## src/rtl/seg7_scan_ctrl.sv

```systemverilog
// Multi-digit 7-segment sequencer: serial double-dabble binary-to-BCD conversion plus
// time-multiplexed digit scan with registered segment/anode outputs.
module seg7_scan_ctrl #(
    parameter int unsigned DATA_W   = 8,
    parameter int unsigned DIGITS   = 3,
    parameter int unsigned SCAN_DIV = 50000,
    parameter bit          BLANK_LZ = 1'b1
) (
    input  logic                  clk,
    input  logic                  rst_n,
    input  logic                  load,
    input  logic [DATA_W-1:0]     value,
    output logic                  busy,
    output logic [4*DIGITS-1:0]   bcd,
    output logic                  overflow,
    output logic [6:0]            seg,
    output logic [DIGITS-1:0]     an
);

    localparam int unsigned BCD_W  = 4 * DIGITS;
    localparam int unsigned CNT_W  = $clog2(DATA_W + 1);
    localparam int unsigned SCAN_W = $clog2(SCAN_DIV);
    localparam int unsigned IDX_W  = $clog2(DIGITS);

    typedef enum logic [1:0] {StIdle, StShift, StCommit} state_e;

    state_e              state_q, state_d;
    logic [DATA_W-1:0]   shift_q, shift_d;
    logic [BCD_W-1:0]    scratch_q, scratch_d;
    logic [BCD_W-1:0]    adj;
    logic [CNT_W-1:0]    cnt_q, cnt_d;
    logic                ovf_tmp_q, ovf_tmp_d;
    logic [BCD_W-1:0]    bcd_q, bcd_d;
    logic                ovf_q, ovf_d;
    logic [SCAN_W-1:0]   scan_q, scan_d;
    logic [IDX_W-1:0]    idx_q, idx_d;
    logic [6:0]          seg_q, seg_d;
    logic [DIGITS-1:0]   an_q, an_d;
    logic [3:0]          nib;
    logic                lead_zero;

    function automatic logic [6:0] dec7(input logic [3:0] n);
        case (n)
            4'd0:    return 7'b0111111;
            4'd1:    return 7'b0000110;
            4'd2:    return 7'b1011011;
            4'd3:    return 7'b1001111;
            4'd4:    return 7'b1100110;
            4'd5:    return 7'b1101101;
            4'd6:    return 7'b1111101;
            4'd7:    return 7'b0000111;
            4'd8:    return 7'b1111111;
            4'd9:    return 7'b1101111;
            default: return 7'b0000000;
        endcase
    endfunction

    always_comb begin
        state_d   = state_q;
        shift_d   = shift_q;
        scratch_d = scratch_q;
        cnt_d     = cnt_q;
        ovf_tmp_d = ovf_tmp_q;
        bcd_d     = bcd_q;
        ovf_d     = ovf_q;
        adj       = '0;
        unique case (state_q)
            StIdle: begin
                if (load) begin
                    shift_d   = value;
                    scratch_d = '0;
                    cnt_d     = CNT_W'(DATA_W);
                    ovf_tmp_d = 1'b0;
                    state_d   = StShift;
                end
            end
            StShift: begin
                for (int k = 0; k < int'(DIGITS); k++) begin
                    adj[4*k +: 4] = (scratch_q[4*k +: 4] >= 4'd5) ?
                                    scratch_q[4*k +: 4] + 4'd3 : scratch_q[4*k +: 4];
                end
                scratch_d = {adj[BCD_W-2:0], shift_q[DATA_W-1]};
                shift_d   = shift_q << 1;
                // A bit leaving the top nibble means the value needs more digits than we have.
                ovf_tmp_d = ovf_tmp_q | adj[BCD_W-1];
                cnt_d     = cnt_q - CNT_W'(1);
                if (cnt_q == CNT_W'(1)) state_d = StCommit;
            end
            StCommit: begin
                bcd_d   = scratch_q;
                ovf_d   = ovf_tmp_q;
                state_d = StIdle;
            end
            default: state_d = StIdle;
        endcase
    end

    always_comb begin
        scan_d = scan_q + SCAN_W'(1);
        idx_d  = idx_q;
        if (scan_q == SCAN_W'(SCAN_DIV - 1)) begin
            scan_d = '0;
            idx_d  = (idx_q == IDX_W'(DIGITS - 1)) ? '0 : idx_q + IDX_W'(1);
        end
    end

    // Outputs are registered from the current idx/bcd, so they trail either by one clock.
    always_comb begin
        nib       = 4'd0;
        lead_zero = 1'b1;
        an_d      = '0;
        for (int k = 0; k < int'(DIGITS); k++) begin
            an_d[k] = (int'(idx_q) == k);
            if (int'(idx_q) == k) nib = bcd_q[4*k +: 4];
            if (k >= int'(idx_q) && bcd_q[4*k +: 4] != 4'd0) lead_zero = 1'b0;
        end
        seg_d = dec7(nib);
        if (ovf_q) begin
            seg_d = 7'b1000000;
        end else if (BLANK_LZ && idx_q != '0 && lead_zero) begin
            seg_d = 7'b0000000;
        end
    end

    always_ff @(posedge clk or negedge rst_n) begin
        if (!rst_n) begin
            state_q   <= StIdle;
            shift_q   <= '0;
            scratch_q <= '0;
            cnt_q     <= '0;
            ovf_tmp_q <= 1'b0;
            bcd_q     <= '0;
            ovf_q     <= 1'b0;
            scan_q    <= '0;
            idx_q     <= '0;
            seg_q     <= 7'b0111111;
            an_q      <= DIGITS'(1);
        end else begin
            state_q   <= state_d;
            shift_q   <= shift_d;
            scratch_q <= scratch_d;
            cnt_q     <= cnt_d;
            ovf_tmp_q <= ovf_tmp_d;
            bcd_q     <= bcd_d;
            ovf_q     <= ovf_d;
            scan_q    <= scan_d;
            idx_q     <= idx_d;
            seg_q     <= seg_d;
            an_q      <= an_d;
        end
    end

    assign busy     = (state_q != StIdle);
    assign bcd      = bcd_q;
    assign overflow = ovf_q;
    assign seg      = seg_q;
    assign an       = an_q;

endmodule

```

## config.mk

```make
export PLATFORM = sky130hd
export DESIGN_NAME = seg7_scan_ctrl
export DESIGN_NICKNAME = d
export VERILOG_FILES = /design/src/rtl/seg7_scan_ctrl.sv
export SDC_FILE = /design/constraint.sdc
export NUM_CORES = 1
export LEC_CHECK = 0
export ABC_CLOCK_PERIOD_IN_PS = 6210
export BUFFER_PORTS_ARGS = -buffer_cell sky130_fd_sc_hd__buf_2
export CORE_UTILIZATION = 60
export DETAILED_ROUTE_END_ITERATION = 6
export PLACE_DENSITY = 0.81
export SLEW_MARGIN = 20
export SYNTH_ARGS = -nofsm -noshare
export SYNTH_HDL_FRONTEND = slang
export SYNTH_SLANG_ARGS = --single-unit
```

## constraint.sdc

```tcl
create_clock -name clk -period 6.21 [get_ports clk]
set_clock_uncertainty 0.1 [all_clocks]
set_input_delay 0.621 -clock clk [delete_from_list [all_inputs] [get_ports clk]]
set_output_delay 0.621 -clock clk [all_outputs]
set_load 0.01 [all_outputs]
```

# Word level (Yosys, flattened, before mapping)

Memory sizes are Yosys's and may differ from the RTL's.
Index checks and enable logic that the tools add are counted.

Register bits after elaboration: 68
Bits in read-only memories: 112
Input bits: 11
Memories kept: 1

Memory list:

| memory           | depth | bits a word | rd ports | clocked after Yosys merged registers in | wr ports | RTL line | source |
|---|---|---|---|---|---|---|---|
| (name not given) | 16    | 7           | 1        | 0                                       | 0        | 43       | `case (n)` |

Add/sub/neg operators: 6
$lt $le $gt $ge: 6
Equal/unequal tests: 9
Muxes and demuxes: 24
Bitwise operators: 1
Reduce and logical (&&, ||, !) cells: 14

Operator list:

| cell                                                | number |
|---|---|
| two-way mux 4 bit                                   | 7 |
| case mux 12 bit (2 select lines)                    | 1 |
| adder 16 x 1 -> 16 bit, second input constant       | 1 |
| == test 16 bit, second input constant               | 1 |
| two-way mux 16 bit                                  | 1 |
| case mux 8 bit (2 select lines)                     | 1 |
| two-way mux 7 bit                                   | 2 |
| adder 4 x 2 -> 4 bit, second input constant         | 3 |
| >= comparator 4 x 3 -> 1 bit, second input constant | 3 |
| two-way mux 12 bit                                  | 1 |
| nonzero test 4 bit                                  | 3 |
| == test 2 bit, second input constant                | 4 |
| two-way mux 8 bit                                   | 1 |
| case mux 4 bit (2 select lines)                     | 1 |
| two-way mux 2 bit                                   | 3 |
| nonzero test 2 bit                                  | 3 |
| == test 4 x 1 -> 1 bit, second input constant       | 1 |
| >= comparator 1 x 2 -> 1 bit, first input constant  | 2 |
| logical AND 1 bit                                   | 4 |
| logical NOT 2 bit                                   | 2 |
| two-way mux 1 bit                                   | 4 |
| != test 2 bit, second input constant                | 2 |
| case mux 2 bit (2 select lines)                     | 1 |
| AND reduction 2 bit                                 | 2 |
| 6 further kinds                                     | 6 |

# Logic depth before layout (Yosys ltp)

Gate-level depths: netlist (run 1).

Word-level depth: 8
Mapped depth: 9

# Least setup slack after synthesis (run 1)

OpenSTA, ideal clock, no wires.

Path type: register to register
Start: register idx_q[1]
End: register seg_q[6], in the netlist seg[6]
Arrival time: 1.912 ns
Required time: 6.045 ns
Slack: 4.134 ns
Stages on the path, launching flop included: 10
Buffers on the path: 2
Clock period less this slack: 2.076 ns
Cell sequence: dfrtp_1 > buf_6 > nor2b_4 > buf_6 > a2bb2oi_1 > inv_1 > ha_1 > mux2_2 > a211oi_1 > or2_1

Elaborated cells on any way between the ends: 20
Classes of those cells: order compare: 3; eq/ne: 2; mux: 8; reduce/logical: 6; memory: 1

RTL lines:

| what                   | RTL line | source |
|---|---|---|
| from (decl)            | 36       | `logic [IDX_W-1:0] idx_q, idx_d;` |
| from (signal assigned) | 147      | `idx_q <= idx_d;` |
| == test 2 bit          | -        |  |
| named net an_d[2]      | 38       | `logic [DIGITS-1:0] an_q, an_d;` |
| two-way mux 4 bit      | 114      | `if (int'(idx_q) == k) nib = bcd_q[4*k +: 4];` |
| memory (16 x 7 bit)    | -        |  |
| two-way mux 7 bit      | 120      | `end else if (BLANK_LZ && idx_q != '0 && lead_zero) begin` |
| two-way mux 7 bit      | 118      | `if (ovf_q) begin` |
| named net seg_d[6]     | 37       | `logic [6:0] seg_q, seg_d;` |
| to (signal assigned)   | 148      | `seg_q <= seg_d;` |
| to (decl)              | 37       |  |

The timed path passes the listed nets, and every way through them passes these cells.
A chain may end at the register's enable or synchronous reset.

# Final worst setup path (run 1)

Start: register idx_q[0]
End: register seg_q[6], in the netlist seg[6]

Word-level cells in the longest chain between the ends: 8
Elaborated cells on any way between the ends: 20
Classes of those cells: order compare: 3; eq/ne: 2; mux: 8; reduce/logical: 6; memory: 1

RTL lines:

| what                                                        | RTL line |
|---|---|
| branches (longest 6 deep; another with memory (16 x 7 bit)) | - |
| two-way mux 7 bit *                                         | 120 |
| two-way mux 7 bit *                                         | 118 |
| named net seg_d[6]                                          | 37 |

Mark *: on every way through the listed nets, which the timed path passes.

==> results of run 1 <==
[flip-flops by register name, indices dropped and copies added (netlist names)]
signal     cells
bcd           12
state_q        2
cnt_q          4
scratch_q     12
an             3
ovf_tmp_q      1
idx_q          2
seg            7
shift_q        8
overflow       1
scan_q        16
[where the power goes]
group          switching (mW)  leakage [nW]  internal, mW
clock network           0.155         0.101         0.208
registers               0.112         0.843         0.578
logic                   0.351         0.796         0.263
total                   0.618          1.74          1.05
[cells in the mapped netlist, types with 3 or more instances]
cell type  instances  share of area
o21ai_0           18          0.027
o31ai_1            5          0.011
mux2i_1            4          0.012
clkbuf_1           9          0.010
nor2b_1            3         0.0057
a21oi_1            6         0.0091
and2_1             5         0.0095
ha_1              14          0.053
a32o_1             3         0.0091
nand3_1           15          0.023
dfstp_2            7          0.056
nand2_1           36          0.041
nand2b_1           5         0.0095
nand4_1            5         0.0095
xnor2_1           10          0.026
dfrtp_1           61           0.46
xor2_1            12          0.032
a31oi_1            8          0.015
nor2_1            30          0.034
inv_1             13          0.015
buf_6              3          0.010
mux2_2            13          0.044
[critical path, stage by stage, from the launching register on]
cell and delay (ns):
dfrtp_1 0.63, mux2i_1 0.24, a2bb2oi_1 0.41, inv_1 0.16
ha_1 0.24, mux2_2 0.26, a211oi_1 0.26, or2_1 0.14
[cells by family after synthesis]
family                   count (synthesis)  share of synthesized area
buffers and inverters                   26                    0.03670
AND/OR/NAND/NOR                        112                     0.1619
adder cells (fa/ha/maj)                 14                    0.05297
flip-flops                              68                     0.5172
AO/OA/AOI/OAI                           53                     0.1124
XOR/XNOR                                22                    0.05827
multiplexers                            18                    0.06054
[path summary, 6_finish.rpt]
check                                            start                        to  slack (ns)  depth (start not counted)
worst min register to register  shift_q[7]$_DFFE_PN0P_  scratch_q[0]$_DFFE_PN0P_        0.38                          2
worst max-delay path              idx_q[0]$_DFFE_PN0N_          seg[6]$_DFF_PN0_        3.71                          7
worst min-delay path                             rst_n           an[2]$_DFF_PN0_        0.38                          2
max in group asynchronous                        rst_n       bcd[11]$_DFFE_PN0N_        5.09                          2
worst max register to register    idx_q[0]$_DFFE_PN0N_          seg[6]$_DFF_PN0_        3.71                          7
min in group clk                              value[0]    shift_q[0]$_DFFE_PN0P_        0.38                          3
[through the flow]
step / setup slack, ns / total power, mW / instance area (um^2)
2_1_floorplan: 4.134 / 1.125 / 3307
3_3_place_gp: 3.983 / 1.267 / 3507
3_5_place_dp: 3.767 / 1.306 / 3507
4_1_cts: 3.734 / 1.679 / 3705
5_1_grt: 3.617 / 1.788 / 3705
6_report: 3.711 / 1.667 / 3705
[per-layer routing]
metal | up-vias | GRT usage | part of all wire
met5 | - | 0 | 0
met3 | 6 | 0.06826 | 0.039
met4 | 0 | 0.08077 | 0.013
met2 | 51 | 0.3937 | 0.50
li1 | 1145 | - | -
met1 | 1145 | 0.2994 | 0.45
[area by class of cell]
| class | instances | area, um^2 | area share |
|---|---|---|---|
| repair buffers | 36 | 185.2 | 0.04998 |
| clock inverters | 2 | 35.03 | 0.009456 |
| well taps | 70 | 87.58 | 0.02364 |
| multi-input cells | 219 | 1475 | 0.3982 |
| inverters | 13 | 48.80 | 0.01317 |
| flip-flops and latches | 68 | 1710 | 0.4617 |
| clock buffers | 14 | 162.7 | 0.04390 |
==> results.md, run 1 <==
- Status: completed
- Tcrit/Tclk final: 0.4025
- Clk Latency, worst-skew pair: 0.34 ns
- Die Ht: roughly 76 um
- Async SR Flop Fraction: 1.000
- Final GP Congestion: 0.7595
- Residual overflow from global routing: 0
- Setup crit start kind: flop
- Iter 0 DRT Violations: about 140
- Syn nets: about 340
- Endpoints failing setup: 0
- # rows: 26
- Worst-case clock buffer depth: 2
- Post-synthesis sequential area ratio: 0.5172
- Max_slew headroom: 0.4411
- WP data arrival: 2.67 ns
- Util after Layout: 0.7118
- CORE AREA: between 0.005 and 0.006 mm^2
- Clock Sink Count: 68
- Number of global-route vias before repair: approximately 2300
- Power per Cell Area: between 400 and 500 mW/mm^2
- CTS Hold Buffers Added: 0
- Hold violation count in the final report: 0
- Commonest non-fill, non-tap cell in the layout: dfrtp_1
- Post-Synthesis Cells: 313
- Port Buffers: 34
- Area Growth Syn to Fin: 12.03%
- FF+latch count, synth: slightly below 70
- Share of cells above drive strength 1: 0.2216
- HP Class: in -> async
- Leakage: 1.740 nW
- DRC: 0
- Post-synth EDFFs: 0
- Die Span X: 76.24 um
- Io pins: 35
- WHS: around 0.38 ns
- Clk pin slew, worst setup/hold paths: 0.07 ns
- Syn_area_per_cell: 10.57 um^2
- Unique masters post-synth: 44
- Commonest cells after routing, fill and taps aside: dfrtp_1, nand2_1, buf_2
- Critical path class: reg -> reg
- Layout filler cell count: about 400
- Wire per inst: 14.95 um
- Post_cts resized: 0
- Placed Cells: 406
- Vias: 2347
- # nets final: 372
- Die ar.: 0.005813 mm^2
- Post-CTS setup buffers: 0
- Synthesized area: 0.003307 mm^2
- Clock Tree Root: clkbuf_8
- Total global routing track utilization: 0.2378
- Yosys warning count: 0
- Antenna violations before repair: 0
- Setup_tns: 0 ns
- Fmax: between 400 and 500 MHz
- Hpwl dp: between 4000 and 5000 um
- First-pass DRT Iterations: 4
- Global-route wire length before repair: 10720 um
- Largest net degree at the start of global routing: around 70
- CTS tree: built
- Max cap viols: 0
- Num CTS Buffers: 9
- Htree depth: 3
- Worst slew pin tran: about 0.84 ns
- Critical path peak fanout: 10
- Capturing element type of the critical path: flop
- Max IR drop VDD: 0.2760 mV
- RSZ-0062 raised after global routing: no
- Max Slew Vio Count: 0
- Initial Utilization: 0.6353
- Post-Route WL: around 6300 um
- Final std cells w/o fill: 422
- Final Critical Period: 2.499 ns
- DR vias/cell: around 5.6
- Synth Flop Type: dfrtp_1
- Number of routed nets with antenna violations: 0
- Number of diodes: 0
- CP required: 6.38 ns
No activity file was read; power rests on OpenSTA's default activity.
==> run 2, diff against run 1 <==
--- a/config.mk
+++ b/config.mk
@@ -5,11 +5,12 @@
 export SDC_FILE = /design/constraint.sdc
 export NUM_CORES = 1
 export LEC_CHECK = 0
-export ABC_CLOCK_PERIOD_IN_PS = 6210
+export ABC_AREA = 1
+export ABC_CLOCK_PERIOD_IN_PS = 2400
 export BUFFER_PORTS_ARGS = -buffer_cell sky130_fd_sc_hd__buf_2
-export CORE_UTILIZATION = 60
+export CORE_UTILIZATION = 59
 export DETAILED_ROUTE_END_ITERATION = 6
-export PLACE_DENSITY = 0.81
+export PLACE_DENSITY = 0.8
 export SLEW_MARGIN = 20
 export SYNTH_ARGS = -nofsm -noshare
 export SYNTH_HDL_FRONTEND = slang
==> constraint.sdc (replaced) <==
create_clock -name clk -period 2.4 [get_ports clk]
set_clock_uncertainty 0.1 [all_clocks]
set_input_delay 0.24 -clock clk [delete_from_list [all_inputs] [get_ports clk]]
set_output_delay 0.24 -clock clk [all_outputs]
set_load 0.01 [all_outputs]
==> results.md, run 2 <==
- Status: completed
- WP data arrival: 2.05 ns (-0.62 ns)
- Vias: 2865 (+22%)
- Commonest cells after routing, fill and taps aside: nand2_1, nor2_1, dfrtp_1
- Number of diodes: 0 (unchanged)
- Max reg flops: 16 (unchanged)
- Port Buffers: 34 (unchanged)
- Largest net degree at the start of global routing: 69 (unchanged)
- Util after Layout: 0.7134 (+0.001577)
- Antenna violations before repair: 0 (unchanged)
- CORE AREA: 0.005574 mm^2 (+7.1%)
- Die Span X: 78.73 um (+3.3%)
- Commonest non-fill, non-tap cell in the layout: nand2_1
- DR vias/cell: 5.200 (-6.5%)
- Critical path class: reg -> reg
- Num CTS Buffers: 9 (unchanged)
- Max cap viols: 0 (unchanged)
- Worst slew pin tran: 0.6757 ns (-0.1627 ns)
- Critical R2R Capture: seg[3]$_DFF_PN1_
- # rows: 27 (+3.8%)
- Post-synthesis sequential area ratio: 0.4924 (-0.02478)
- Post-Route WL: 6841 um (+8.5%)
- Max_slew headroom: 0.5485 (+0.1074)
- Setup_tns: 0 ns (unchanged)
- HP Class: in -> reg
- Clock Sink Count: 68 (unchanged)
- Cell accounting for the most synthesized area: dfrtp_1
- Layout filler cell count: 439 (+8.7%)
- Leakage: 2.105 nW (+21%)
- Clk Latency, worst-skew pair: 0.35 ns (about the same)
- Clk pin slew, worst setup/hold paths: 0.08 ns (about the same)
- Syn_area_per_cell: 8.078 um^2 (-24%)
- Yosys warning count: 0 (unchanged)
- Tcrit/Tclk final: 0.7758 (+0.3733)
- Wire per inst: 12.42 um (-17%)
- Unique masters post-synth: 31 (-30%)
- FF+latch count, synth: 68 (unchanged)
- Critical Path Start: idx_q[0]$_DFFE_PN0N_
- Worst r2r path cells: 11 (+4)
- Post-Synthesis Cells: 430 (+37%)
- Die Ht: 78.73 um (+3.3%)
- Area Growth Syn to Fin: 14.48%
- Initial Utilization: 0.6231 (-0.01222)
- Io pins: 35 (unchanged)
- Capturing element type of the critical path: flop
- Endpoints failing setup: 0 (unchanged)
- RSZ-0062 raised after global routing: no
- Fmax: 537.1 MHz (+34%)
- Residual overflow from global routing: 0 (unchanged)
- Top cell type's share of synthesized area: 0.4395 (-0.02212)
- End of the critical path: seg[3]$_DFF_PN1_
- Main area contributors after synthesis: dfrtp_1, nand2_1, nor2_1
- # nets final: 499 (+34%)
- Most frequent cell after synthesis: nand2_1
- Post-CTS setup buffers: 0 (unchanged)
- DRC: 0 (unchanged)
- Register with the most flip-flops: scan_q
- Global-route wire length before repair: 12030 um (+12%)
- Die ar.: 0.006198 mm^2 (+6.6%)
- Hpwl dp: 4855 um (+14%)
- First-pass DRT Iterations: 4 (unchanged)
- Iter 0 DRT Violations: 279 (+100%)
- CP required: 2.59 ns (-3.79 ns)
- Clock Tree Root: clkbuf_8
- Synth Flop Type: dfrtp_1
- Async SR Flop Fraction: 1.000 (unchanged)
- Final Critical Period: 1.862 ns (-0.6375 ns)
- Final std cells w/o fill: 551 (+31%)
- Share of cells above drive strength 1: 0.1691 (-0.05249)
- Syn nets: 455 (+35%)
- Synthesized area: 0.003473 mm^2 (+5.0%)
- Placed Cells: 534 (+32%)
- Flop2flop setup slack: 0.54 ns (-3.17 ns)
- Post-synth EDFFs: 0 (unchanged)
- Max Slew Vio Count: 0 (unchanged)
- Number of global-route vias before repair: 2675 (+18%)
- Max IR drop VDD: 0.8328 mV (+200%)
- Critical path peak fanout: 6 (-4)
- Worst-case clock buffer depth: 2 (unchanged)
- Setup crit start kind: flop
- Min setup slack post-route: 0.5382 ns (-3.173 ns)
- Total global routing track utilization: 0.2548 (+0.01704)
- Htree depth: 3 (unchanged)
- Power per Cell Area: 1163 mW/mm^2 (+160%)
- CTS tree: built
- Dpl ws: 0.5526 ns (-3.214 ns)
- Number of routed nets with antenna violations: 0 (unchanged)
- Top post-synthesis cells by count: nand2_1, dfrtp_1, nor2_1
- Hold violation count in the final report: 0 (unchanged)
- Reg2reg start: idx_q[0]$_DFFE_PN0N_
- Final GP Congestion: 0.8324 (+9.6%)
[run 2: layout make-up]
class,count,area (um^2),share of cell area
well taps,72,90.09,0.02266
flip-flops and latches,68,1710,0.4301
multi-input cells,293,1500,0.3773
inverters,63,236.5,0.05947
clock buffers,10,127.6,0.03210
repair buffers,39,222.7,0.05601
clock inverters,6,88.84,0.02234
[run 2: worst min-delay path by stage]
stage | to | start | cells after the start
2_1_floorplan | an[1]$_DFF_PN0_ | rst_n | 0
3_3_place_gp | scan_q[2]$_DFF_PN0_ | rst_n | 2
3_5_place_dp | scan_q[2]$_DFF_PN0_ | rst_n | 2
4_1_cts | shift_q[0]$_DFFE_PN0P_ | value[0] | 3
5_1_grt | shift_q[0]$_DFFE_PN0P_ | value[0] | 3
6_report | shift_q[0]$_DFFE_PN0P_ | value[0] | 3
[run 2: timing repair]
item                                   CTS  global route
endpoints found under the hold margin   61             0
hold buffers                             1             0
resized for setup                        0             0
[run 2: worst max-delay path, cell delays in order (launching register included)]
cell     delay [ns]
dfrtp_1        0.51
inv_2          0.11
nor2_2         0.15
nand2_1        0.07
nand3_1        0.15
inv_1          0.10
ha_1           0.30
inv_1          0.05
nand2_1        0.04
inv_1          0.07
nor2_1         0.04
nor2_1         0.09
[run 2: cell families after synthesis]
kind of cell | after synthesis | synth area share
compound gates | 59 | 0.09799
xor+xnor | 6 | 0.01513
fa+ha+maj | 14 | 0.05043
buf+inv | 69 | 0.07564
flops | 68 | 0.4924
simple gates | 214 | 0.2684
[run 2: metal layers]
layer	up-vias	track usage	part of all wire
li1	1455	-	-
met1	1335	0.3282	0.46
met2	60	0.4052	0.47
met3	15	0.05862	0.040
met4	0	0.1259	0.022
met5	-	0	0
[run 2: power breakdown]
part | internal, mW | switching, mW
Clock | 0.585 | 0.462
Combinational | 0.680 | 1.12
Sequential | 1.53 | 0.245
Total | 2.80 | 1.83
[run 2: stage by stage]
stage	hold slack [ns]	power (mW)	instance area (um^2)
floorplan	-0.1556	3.063	3473
global placement	0.1846	3.536	3750
detailed placement	0.1851	3.601	3750
CTS	0.01424	4.661	3976
global route	0.02743	5.026	3976
finish	0.02370	4.623	3976
==> run 3, diff against run 2 <==
--- a/config.mk
+++ b/config.mk
@@ -5,12 +5,12 @@
 export SDC_FILE = /design/constraint.sdc
 export NUM_CORES = 1
 export LEC_CHECK = 0
-export ABC_AREA = 1
-export ABC_CLOCK_PERIOD_IN_PS = 2400
+export ABC_AREA = 0
+export ABC_CLOCK_PERIOD_IN_PS = 1580
 export BUFFER_PORTS_ARGS = -buffer_cell sky130_fd_sc_hd__buf_2
-export CORE_UTILIZATION = 59
+export CORE_UTILIZATION = 53
 export DETAILED_ROUTE_END_ITERATION = 6
-export PLACE_DENSITY = 0.8
+export PLACE_DENSITY = 0.76
 export SLEW_MARGIN = 20
 export SYNTH_ARGS = -nofsm -noshare
 export SYNTH_HDL_FRONTEND = slang
==> constraint.sdc (replaced) <==
create_clock -name clk -period 1.58 [get_ports clk]
set_clock_uncertainty 0.1 [all_clocks]
set_input_delay 0.158 -clock clk [delete_from_list [all_inputs] [get_ports clk]]
set_output_delay 0.158 -clock clk [all_outputs]
set_load 0.01 [all_outputs]
==> results.md, run 3 (synthesis results as in run 1) <==
- Final GP Congestion: 0.8431 (+1.3%)
- Final Critical Period: 1.993 ns (+0.1314 ns)
- Port Buffers: 34 (unchanged)
- Min setup slack post-route: -0.4132 ns (-0.9514 ns)
- RSZ-0062 raised after global routing: yes
- Layout filler cell count: 396 (-9.8%)
- Largest net degree at the start of global routing: 30 (-57%)
- Dpl ws: -0.3852 ns (-0.9378 ns)
- Failing checks: negative setup slack
- Hpwl dp: 4929 um (+1.5%)
- Max_slew headroom: 0.6250 (+0.07651)
- Placed Cells: 463 (-13%)
- Die Ht: 80.99 um (+2.9%)
- Clk Latency, worst-skew pair: 0.35 ns (about the same)
- Status: finished with violations
- Iter 0 DRT Violations: 141 (-49%)
- Worst slew pin tran: 0.5625 ns (-0.1131 ns)
- Total power: 7.358 mW (+59%)
- Antenna violations before repair: 0 (unchanged)
- Commonest non-fill, non-tap cell in the layout: dfrtp_1
- Vias: 2677 (-6.6%)
- Hold Path Cell Cnt: 4 (+1)
- Total global routing track utilization: 0.2378 (-0.01701)
- Register with the most flip-flops: scan_q
- Design area: 0.004497 mm^2 (+13%)
- Power per Cell Area: 1636 mW/mm^2 (+41%)
- Final std cells w/o fill: 496 (-10%)
- Initial Utilization: 0.5553 (-0.06787)
- Multi-input gate area: 0.001703 mm^2 (+14%)
- DRC: 0 (unchanged)
- Hold path startpoint: load
- WHS: 0.1292 ns (+0.1055 ns)
- Clk pin slew, worst setup/hold paths: 0.07 ns (about the same)
- Share of cells above drive strength 1: 0.3967 (+0.2276)
- Io pins: 35 (unchanged)
- Post-Route WL: 8194 um (+20%)
- Max cap viols: 0 (unchanged)
- Max reg flops: 16 (unchanged)
- Fmax: 501.7 MHz (-6.6%)
- Tcrit/Tclk final: 1.262 (+0.4858)
- Number of diodes: 0 (unchanged)
- Clock Tree Root: clkbuf_8
- Max Slew Vio Count: 0 (unchanged)
- CP required: 1.76 ns (-0.83 ns)
- Htree depth: 3 (unchanged)
- Reg2reg start: idx_q[0]$_DFFE_PN0N_
- Util after Layout: 0.7550 (+0.04169)
- HP Class: in -> reg
- DP Area: 0.004019 mm^2 (+7.2%)
- Wire per inst: 16.52 um (+33%)
- Number of routed nets with antenna violations: 0 (unchanged)
- First-pass DRT Iterations: 4 (unchanged)
- Hold violation count in the final report: 0 (unchanged)
- Max IR drop VDD: 1.422 mV (+71%)
- Critical Path Start: idx_q[0]$_DFFE_PN0N_
- Leakage: 2.117 nW (+0.57%)
- # rows: 28 (+3.7%)
- Setup_tns: -2.386 ns (-2.386 ns)
- Critical path class: reg -> reg
- DR vias/cell: 5.397 (+3.8%)
- Setup crit start kind: flop
- CTS tree: built
- Die Span X: 80.99 um (+2.9%)
- CORE AREA: 0.005956 mm^2 (+6.8%)
- Area Growth Syn to Fin: 35.98%
- Global-route wire length before repair: 11480 um (-4.6%)
- Critical path peak fanout: 4 (-2)
- Number of global-route vias before repair: 2505 (-6.4%)
- WP data arrival: 2.17 ns (+0.12 ns)
- Commonest cells after routing, fill and taps aside: dfrtp_1, buf_4, buf_2
- Die ar.: 0.006559 mm^2 (+5.8%)
- Reg area: 0.001712 mm^2 (about the same)
- Endpoints failing setup: 11 (+11)
- Clock Sink Count: 68 (unchanged)
- Worst-case clock buffer depth: 2 (unchanged)
- Num CTS Buffers: 9 (unchanged)
- Capturing element type of the critical path: flop
- Residual overflow from global routing: 0 (unchanged)
- Worst r2r path cells: 7 (-4)
- # nets final: 442 (-11%)
run 3: changes by cell type in the layout (fill, tap and decap cells not counted), sizes merged, moves of 7 or more:
cell and delta:
o21ai -15, dlygate4sd3 +8, buf +59, nand2 -75
a31oi +7, nor2 -38, xnor2 +8, mux2 +13
xor2 +8, inv -50
run 3: repair_timing:
item | 4_1_cts | 5_1_grt
endpoints found under the setup margin | 20 | 23
buffers inserted | 1 | 8
gates resized for setup | 10 | 26
hold buffers | 9 | 0
pin swaps | 4 | 8
endpoints found under the hold margin | 20 | 0
run 3: power by group:
group | internal, mW | total, mW | switching, mW
Sequential | 2.27 | 2.70 | 0.429
Combinational | 1.72 | 3.47 | 1.75
Clock | 0.554 | 1.18 | 0.628
run 3: final timing paths:
kind | end | slack (ns)
setup / recovery | seg[6]$_DFF_PN0_ | -0.41
hold / removal | cnt_q[2]$_DFFE_PN0P_ | 0.13
setup reg to reg | seg[6]$_DFF_PN0_ | -0.41
hold reg to reg | scratch_q[0]$_DFFE_PN0P_ | 0.39
max in group asynchronous | cnt_q[0]$_DFFE_PN0P_ | 0.60
min in group asynchronous | scan_q[7]$_DFF_PN0_ | 0.23
run 3: area by class of cell:
class,instances,area share
multi-input cells,219,0.3787
well taps,75,0.02087
clock inverters,3,0.003339
inverters,13,0.01085
repair buffers,106,0.1756
flip-flops and latches,68,0.3806
clock buffers,12,0.03005
run 3: worst max-delay path: stages, from the launching register on:
cell and delay (ns):
dfrtp_2 0.48, mux2i_4 0.30, a2bb2oi_4 0.22, inv_2 0.06, ha_2 0.20, mux2_4 0.27, a211oi_2 0.18, or2_1 0.14
run 3: routing by layer:
| layer | up-vias | wire (um) | track usage |
|---|---|---|---|
| met2 | 84 | 4184 | 0.3882 |
| met5 | - | 0 | 0 |
| met1 | 1289 | 3403 | 0.2957 |
| li1 | 1282 | - | - |
| met3 | 22 | 392 | 0.07528 |
| met4 | 0 | 214 | 0.08571 |
